--- src/rtl/furv_pkg.sv ---
// Shared types and bus constants for the furv data-side Wishbone bridge.
package furv_pkg;

    localparam int FURV_ADDR_W = 30;
    localparam int FURV_DATA_W = 32;
    localparam int FURV_SEL_W  = 4;

    // Word handed back to the core when a cycle ends in error or timeout
    localparam logic [FURV_DATA_W-1:0] FURV_BUS_ERR_DATA = 32'h0;

    // Word handed back to the core when a store completes
    localparam logic [FURV_DATA_W-1:0] FURV_STORE_DATA = 32'h0;

    typedef enum logic [1:0] {
        IDLE = 2'd0,
        BUS  = 2'd1,
        DONE = 2'd2
    } furv_state_e;

endpackage

--- src/rtl/furv_wb_watchdog.sv ---
// Stall watchdog for the furv Wishbone bridge: counts bus cycles that have
// not terminated and pulses expired on the TIMEOUT-th such cycle.
module furv_wb_watchdog #(
    parameter int unsigned TIMEOUT = 255
) (
    input  logic clk,
    input  logic rst,
    input  logic start,
    input  logic running,
    output logic expired
);

    localparam int unsigned CNT_W = $clog2(TIMEOUT + 1);
    localparam logic [CNT_W-1:0] LIMIT = CNT_W'(TIMEOUT - 1);

    logic [CNT_W-1:0] cnt;

    // Clear when a cycle is launched, then count each unterminated bus cycle
    always_ff @(posedge clk) begin
        if (rst || start) begin
            cnt <= '0;
        end else if (running && (cnt != LIMIT)) begin
            cnt <= cnt + CNT_W'(1);
        end
    end

    // cnt equals TIMEOUT-1 during the TIMEOUT-th bus cycle
    assign expired = running && (cnt == LIMIT);

endmodule

--- src/rtl/furv_wb_bridge.sv ---
// furv core load/store port to Wishbone B4 classic master bridge.
// One outstanding transaction, all outputs registered.
// Optional stall watchdog enabled by defining FURV_WB_TIMEOUT_EN.
module furv_wb_bridge
    import furv_pkg::*;
#(
    parameter int unsigned TIMEOUT = 255
) (
    input  logic                   clk,
    input  logic                   rst,
    input  logic                   core_mem,
    input  logic                   core_mem_write,
    input  logic [FURV_ADDR_W-1:0] core_addr,
    input  logic [FURV_SEL_W-1:0]  core_sel,
    input  logic [FURV_DATA_W-1:0] core_data_out,
    output logic [FURV_DATA_W-1:0] core_data_in,
    output logic                   core_ack,
    output logic                   wb_cyc_o,
    output logic                   wb_stb_o,
    output logic                   wb_we_o,
    output logic [FURV_ADDR_W-1:0] wb_adr_o,
    output logic [FURV_SEL_W-1:0]  wb_sel_o,
    output logic [FURV_DATA_W-1:0] wb_dat_o,
    input  logic [FURV_DATA_W-1:0] wb_dat_i,
    input  logic                   wb_ack_i,
    input  logic                   wb_err_i,
    output logic                   bus_error
);

    furv_state_e state;
    logic        bus_fail;

`ifdef FURV_WB_TIMEOUT_EN
    logic wd_start;
    logic wd_running;
    logic wd_expired;

    assign wd_start   = (state == IDLE) && core_mem;
    assign wd_running = (state == BUS);

    furv_wb_watchdog #(
        .TIMEOUT (TIMEOUT)
    ) u_watchdog (
        .clk     (clk),
        .rst     (rst),
        .start   (wd_start),
        .running (wd_running),
        .expired (wd_expired)
    );

    // Error termination: slave error, or watchdog expiry unless a real ack lands
    always_comb begin
        bus_fail = wb_err_i | (wd_expired & ~wb_ack_i);
    end
`else
    // Without the watchdog a stalled slave holds the bus and TIMEOUT has no role
    logic unused_timeout;
    assign unused_timeout = ^TIMEOUT;

    // Error termination comes only from the slave
    always_comb begin
        bus_fail = wb_err_i;
    end
`endif

    // Request/bus/retire sequencer with registered core and Wishbone outputs
    always_ff @(posedge clk) begin
        if (rst) begin
            state        <= IDLE;
            wb_cyc_o     <= 1'b0;
            wb_stb_o     <= 1'b0;
            wb_we_o      <= 1'b0;
            wb_adr_o     <= '0;
            wb_sel_o     <= '0;
            wb_dat_o     <= '0;
            core_ack     <= 1'b0;
            core_data_in <= '0;
            bus_error    <= 1'b0;
        end else begin
            case (state)
                IDLE: begin
                    core_ack <= 1'b0;
                    if (core_mem) begin
                        wb_cyc_o <= 1'b1;
                        wb_stb_o <= 1'b1;
                        wb_we_o  <= core_mem_write;
                        wb_adr_o <= core_addr;
                        wb_sel_o <= core_sel;
                        wb_dat_o <= core_data_out;
                        state    <= BUS;
                    end
                end
                BUS: begin
                    // Error wins over a simultaneous ack
                    if (bus_fail) begin
                        wb_cyc_o     <= 1'b0;
                        wb_stb_o     <= 1'b0;
                        core_data_in <= FURV_BUS_ERR_DATA;
                        bus_error    <= 1'b1;
                        core_ack     <= 1'b1;
                        state        <= DONE;
                    end else if (wb_ack_i) begin
                        wb_cyc_o     <= 1'b0;
                        wb_stb_o     <= 1'b0;
                        core_data_in <= wb_we_o ? FURV_STORE_DATA : wb_dat_i;
                        core_ack     <= 1'b1;
                        state        <= DONE;
                    end
                end
                DONE: begin
                    // core_mem still belongs to the retiring instruction here
                    core_ack <= 1'b0;
                    state    <= IDLE;
                end
                default: begin
                    state <= IDLE;
                end
            endcase
        end
    end

endmodule

--- config.mk ---
export PLATFORM = sky130hd
export DESIGN_NAME = furv_wb_bridge
export DESIGN_NICKNAME = d
export VERILOG_FILES = /design/src/rtl/furv_pkg.sv /design/src/rtl/furv_wb_watchdog.sv /design/src/rtl/furv_wb_bridge.sv
export SDC_FILE = /design/constraint.sdc
export NUM_CORES = 1
export LEC_CHECK = 0
export CAP_MARGIN = 20
export CORE_MARGIN = 10
export CORE_UTILIZATION = 37
export CTS_CLUSTER_SIZE = 24
export DETAILED_ROUTE_END_ITERATION = 8
export PLACE_DENSITY = 0.77
export SLEW_MARGIN = 10
export SYNTH_ARGS = -nofsm -noshare
export SYNTH_HDL_FRONTEND = slang
export SYNTH_SLANG_ARGS = --single-unit
--- constraint.sdc ---
create_clock -name clk -period 1.9 [get_ports clk]
set_input_delay 0.38 -clock clk [delete_from_list [all_inputs] [get_ports clk]]
set_output_delay 0.38 -clock clk [all_outputs]
set_load 0.01 [all_outputs]
* Yosys cells after proc, flatten, opt, wreduce, memory -nomap -nowiden *
Index checks and enable logic that the tools add are counted.

word-level totals
  register bits after elaboration = 104
  bits of input ports = 104
  output and inout bits = 103
  word-level logic and storage cells = 38

operators by class
  equal/unequal tests = 4
  multiplexer cells = 14
  reduce and logical (&&, ||, !) cells = 11

operators with widths
  operator            number
  $mux 32             3
  $reduce_and 2->1    5
  $mux 2              3
  $reduce_bool 2->1   3
  $mux 1              5
  $pmux 1 s2          2
  $pmux 2 s2          1
  $ne 3x3->1 const B  1
  $reduce_and 3->1    1
  $eq 2x1->1 const B  1
  $eq 2x2->1 const B  1
  $logic_not 2->1     1
  $ne 2x2->1 const B  1
  $reduce_or 2->1     1

* Logic depth before layout (Yosys ltp) *
Gate-level depths: netlist (run 1).

  depth after elaboration = 4
  depth in mapped cells = 6
  mapped depth without buffers = 3

* Worst setup path after synthesis (run 1) *
No wires, ideal clock.

  kind = input -> register
  from = input rst
  to = register core_data_in[6]
  library setup time = 60 ps
  arrival = 1570 ps
  path slack = 271 ps
  stages = 5
  path through = buf_6 -> or3b_4 -> nor4b_4 -> buf_6 -> a22o_1

RTL lines
  what                    line                   source
  start: declaration      furv_wb_bridge.sv:10   input logic rst,
  end signal: assignment  furv_wb_bridge.sv:105  core_data_in <= wb_we_o ? FURV_STORE_DATA : wb_dat_i;
  end: declaration        furv_wb_bridge.sv:16   output logic [FURV_DATA_W-1:0] core_data_in,

* Final worst setup path (run 1) *
  from = register wb_we_o
  to = output wb_we_o

RTL lines
  what                      line                  source
  start: declaration        furv_wb_bridge.sv:20  output logic wb_we_o,
  start signal: assignment  furv_wb_bridge.sv:86  wb_we_o <= core_mem_write;

No word-level cell between the ends.

==> impl_metrics.toml, run 1 <==
[detailed_routing]
vias = 3401
drt_iter0_markers = 205
drc_errors = 0
viasPerCell = 4.89
wirelength_um = 11700
ant_nets = 0
drtPass1Iterations = 4
wl_per_cell_um = 16.9

[die]
start_util = 0.378
core_region_area_mm2 = 0.00920
die_y_um = 117
fp-row-count = 35
die_area_mm2 = 0.0137
pin_count = 207
die_w_um = 117

[clock_network]
cts_tree = "done"
clkSinkCount = 104
ctsResizeCount = 0
cts_setup_buffers = 0
cts_buffer_depth = 2
root_buffer = "clkbuf_8"
holdBufCountCts = 0
cts_made_buffers = 9
insertion_delay_ns = 0.35
clkSlewWorstSetupHoldPaths_ns = 0.09
htreeDepth = 3

[timing]
finalCritPeriodShare = 0.902
slew_headroom = 0.490
tns_ns = 0
hold_viol = 0
rsz0062_at_grt = "no"
finClkSkew_ns = 0.0135
worst_slew_pin_slew_ns = 0.764
max_freq_ghz = 0.583
fin_crit_ns = 1.71
setup_viol = 0
drv_slew = 0

[final_layout]
area_delta_synth_final_pct = 67.4
fin_nets = 683
utilization = 0.633
fill_cells = 759
diodes = 0
design_area_mm2 = 0.00582
drive_above_1_share = 0.0531

[outcome]
status = "complete, no violations"

[job]
maxCapViolations = 0

[pwr]
p_leak_nw = 2.18
power_density_mw_per_mm2 = 750
vdd_drop_max_uv = 432

[placed_design]
io_buffers = 206
gp_congestion = 0.789
placed_cell_area_mm2 = 0.00565
dp_hpwl_um = 8900

[synth]
synthCells = 383
netlist_top_cells_count = "134 x nand2_1, 104 x dfxtp_1, 69 x a21oi_1"
syn-cell-area_mm2 = 0.00348
ys.flop_type = "dfxtp_1"
yosys_register_bits = 104
yosys.cell_count.top_type = "nand2_1"
async_flop_share = 0
synth_edf_count = 0
synth_largest_area_cell = "dfxtp_1"
ys_warn_count = 0
syn_area_per_cell_um2 = 9.08
syn_nets = 487
ys_types = 21
yosys.area.top_type_share = 0.599
synthTopCellsByArea = "dfxtp_1 60%, nand2_1 14%, a21oi_1 9.9%"
ys_seq_area_frac = 0.599

[grt]
grt_pass1_wl_um = 17400
overflow = 0
grt_max_degree = 73
antenna_found_initial = 1
grt_pass1_vias = 3306
grt_usage = 0.160

[critical_path]
required_ns = 1.52
crit_slowest_cell = "clkdlybuf4s50_1"
cpPeakStageDelay_ns = 0.59
path_delay_family = "buffers and inverters"
crit_buf_inv = 1
crit_path_start_kind = "flip-flop"
crit_path_max_fanout = 3
cp.arrival_ns = 1.33
worst_setup_path_end_kind = "output pin"
crit_chain = "clkdlybuf4s50_1"
crit_type = "reg -> out"

[min_path]
holdCritPathClass = "in -> reg"
[layer usage]
layer  vias to the layer above  track usage  routed length (µm)
met4                         0       0.0437                 119
met2                       145        0.262                5450
li1                       1669            -                   -
met3                        10       0.0775                1600
met1                      1577        0.183                4560
met5                         -            0                   0
[cell type report]
cell class	instances	area [µm²]	area share
Multi-Input combinational cell	249	1250	0.215
Timing Repair Buffer	215	2170	0.374
Sequential cell	104	2080	0.358
Clock buffer	10	128	0.0219
Clock inverter	6	43.8	0.00753
Tap cell	111	139	0.0239
[cells by family (layout without fill, tap and decap cells)]
family | Yosys count | count (layout) | synth area share
DFF | 104 | 104 | 0.599
muxes | 1 | 1 | 0.00288
buffers and inverters | 30 | 231 | 0.0435
AOI/OAI and AO/OA | 103 | 103 | 0.185
and+or+nand+nor | 145 | 145 | 0.170
[final timing paths]
kind | startpoint | endpoint | slack, ns | cells after the start
hold / removal | rst | state[1] | 0.37 | 3
hold reg to reg | wb_dat_o[12] | wb_dat_o[12] | 0.46 | 2
setup / recovery | wb_we_o | wb_we_o | 0.19 | 1
setup reg to reg | state[0] | core_data_in[23] | 0.26 | 4
[stage by stage]
stage	hold WS [ns]	power [mW]	setup slack, ns	cells
floorplan	0.481	2.68	0.271	383
global placement	0.441	3.18	0.0221	679
detailed placement	0.445	3.20	-0.0228	679
CTS	0.354	4.43	0.167	695
global route	0.353	4.58	0.115	695
finish	0.367	4.36	0.186	695
[sequential cells by signal, summed over array words and instances (netlist names)]
| signal | count |
|---|---|
| wb_sel_o | 4 |
| core_ack | 1 |
| wb_dat_o | 32 |
| wb_stb_o | 1 |
| wb_adr_o | 30 |
| wb_we_o | 1 |
| bus_error | 1 |
| core_data_in | 32 |
| state | 2 |
[power breakdown]
| part | total [mW] | internal [mW] | switching [mW] | leakage [nW] |
|---|---|---|---|---|
| Clock | 1.22 | 0.485 | 0.733 | 0.0870 |
| Sequential | 2.35 | 2.29 | 0.0587 | 0.850 |
| Combinational | 0.796 | 0.466 | 0.331 | 1.24 |
| Total | 4.36 | 3.24 | 1.12 | 2.18 |
[cells in the final DEF (no fill, tap or decap)]
master / netlist / final
a21oi_1: 69 / 68
a21oi_2: 0 / 1
a22o_1: 32 / 32
and3b_1: 1 / 1
buf_12: 0 / 4
buf_2: 4 / 1
buf_4: 1 / 5
clkbuf_1: 20 / 1
clkbuf_8: 0 / 9
clkdlybuf4s50_1: 0 / 205
clkinv_2: 0 / 2
clkinv_4: 0 / 1
clkinvlp_4: 0 / 1
dfxtp_1: 104 / 104
inv_6: 0 / 2
mux2i_1: 1 / 1
nand2_1: 134 / 134
nor2_1: 3 / 3
nor2b_1: 1 / 1
nor3_1: 1 / 1
nor3b_2: 0 / 1
nor4b_4: 1 / 1
o21bai_1: 1 / 1
o2bb2ai_1: 1 / 1
or2_2: 1 / 1
or3b_2: 1 / 1
or3b_4: 1 / 1
Power figures use the tool's default switching activity.
==> inputs of run 2 (changes only) <==
--- a/config.mk
+++ b/config.mk
@@ -6,8 +6,10 @@
 export NUM_CORES = 1
 export LEC_CHECK = 0
 export CAP_MARGIN = 20
+export CELL_PAD_IN_SITES_DETAIL_PLACEMENT = 0
+export CELL_PAD_IN_SITES_GLOBAL_PLACEMENT = 1
 export CORE_MARGIN = 10
-export CORE_UTILIZATION = 37
+export CORE_UTILIZATION = 26
 export CTS_CLUSTER_SIZE = 24
 export DETAILED_ROUTE_END_ITERATION = 8
 export PLACE_DENSITY = 0.77
==> run 2 against run 1 <==
Net effect: worst hold slack worse by 0.013 ns; sequential share of layout area down 1.3 points; critical path depth unchanged; design area up 3.7%; critical endpoint unchanged; highest routed layer unchanged.
==> impl_metrics.toml, run 2 (synthesis gave the netlist of run 1 again) <==
[final_layout]
layout_common_cells = "205 x clkdlybuf4s50_1, 134 x nand2_1, 104 x dfxtp_1"
final_common_cell = "clkdlybuf4s50_1"
fin_cells = 759
drive_above_1_share = 0.0515
largest_registers = "core_data_in x32, wb_dat_o x32, wb_adr_o x30"
fill_cells = 1234
area_delta_synth_final_pct = 73.5
fin_nets = 682

[timing]
worst_slew_pin_slew_ns = 0.773
max_freq_ghz = 0.580
slew_headroom = 0.484
rsz0062_at_grt = "no"
hold_viol = 0
drv_slew = 0
finalCritPeriodShare = 0.907
fin_crit_ns = 1.72
setup_viol = 0
finClkSkew_ns = 0.00457

[die]
pin_count = 207
start_util = 0.264
fp-row-count = 42
die_w_um = 136
die_y_um = 136
core_region_area_mm2 = 0.0132
die_area_mm2 = 0.0184

[min_path]
holdPathStages = 3
holdCritPathClass = "in -> reg"
min_from = "rst"
min_to = "state[1]"

[clock_network]
clkSinkCount = 104
holdBufCountCts = 0
cts_setup_buffers = 0
root_buffer = "clkbuf_16"
clkSlewWorstSetupHoldPaths_ns = 0.07
cts_made_buffers = 9
insertion_delay_ns = 0.34
ctsResizeCount = 0
htreeDepth = 3
cts_tree = "done"
cts_buffer_depth = 2

[placed_design]
gp_congestion = 0.789
dp_hpwl_um = 8940
io_buffers = 206
dp_cells = 743

[outcome]
status = "complete, no violations"

[grt]
use_met3 = 0.0757
grt_pass1_wl_um = 18400
grt_max_degree = 73
overflow = 0
grt_pass1_vias = 3421
antenna_found_initial = 1
grtUsageMet2 = 0.203
grt_busiest_layer = "met2"
grt_use_met1 = 0.138
grt_usage = 0.127

[pwr]
p_leak_nw = 2.23
vdd_drop_max_uv = 814
power_density_mw_per_mm2 = 829
finalPower_mw = 5.00

[critical_path]
crit_slowest_cell = "clkdlybuf4s50_1"
r2r-end = "core_data_in[3]"
required_ns = 1.52
r2r_start = "state[0]"
crit_path_start_kind = "flip-flop"
crit_path_max_fanout = 3
r2r_cells = 4
crit_chain = "clkdlybuf4s50_1"
ff2ff_setup_slack_ns = 0.26
crit_type = "reg -> out"
cpPeakStageDelay_ns = 0.59
crit_buf_inv = 1
path_delay_family = "buffers and inverters"
worst_setup_path_end_kind = "output pin"
cp.arrival_ns = 1.34

[detailed_routing]
drt_iter0_markers = 138
viasPerCell = 4.41
drtPass1Iterations = 4
wirelength_um = 12200
wl_per_cell_um = 16.0
vias = 3348
drc_errors = 0
ant_nets = 0

[job]
maxCapViolations = 0
[run 2: layout make-up]
class	instances	area [µm²]	share of cell area
multi-input combinational	249	1250	0.208
antenna	1	2.50	0.000415
clock inverter	5	56.3	0.00933
timing repair buffer	214	2180	0.361
clock buffer	10	239	0.0396
tap	176	220	0.0365
sequential	104	2080	0.345
[run 2: metrics by stage]
| step | cell area [µm²] | util | setup WS [ns] | TNS (ns) | hold WS, ns |
|---|---|---|---|---|---|
| after global routing | 6030 | 0.457 | 0.130 | 0 | 0.351 |
| after detailed placement | 5730 | 0.435 | -0.0250 | -0.159 | 0.447 |
| after global placement | 5730 | 0.435 | 0.00438 | 0 | 0.441 |
| final | 6030 | 0.457 | 0.177 | 0 | 0.355 |
| after floorplan | 3480 | - | 0.271 | 0 | 0.481 |
| after CTS | 6030 | 0.457 | 0.145 | 0 | 0.335 |
[run 2: worst max-delay path by stage]
stage	start	end	slack [ns]	depth (start not counted)
2_1_floorplan	rst	core_data_in[6]	0.27	5
3_5_place_dp	core_mem	wb_sel_o[1]	-0.03	5
6_report	wb_we_o	wb_we_o	0.18	1
5_1_grt	wb_we_o	wb_we_o	0.13	1
3_3_place_gp	core_mem	wb_dat_o[15]	0.004	5
4_1_cts	wb_we_o	wb_we_o	0.14	1
[run 2: per-layer routing]
| layer | vias to the layer above | wire length (µm) |
|---|---|---|
| met3 | 5 | 1630 |
| li1 | 1667 | - |
| met1 | 1535 | 4970 |
| met5 | - | 0 |
| met4 | 0 | 112 |
| met2 | 141 | 5470 |
[run 2: power by group]
| part | switching [mW] | leakage [nW] | internal (mW) |
|---|---|---|---|
| registers | 0.0609 | 0.850 | 2.29 |
| logic | 0.331 | 1.24 | 0.468 |
| clock network | 0.804 | 0.145 | 1.05 |
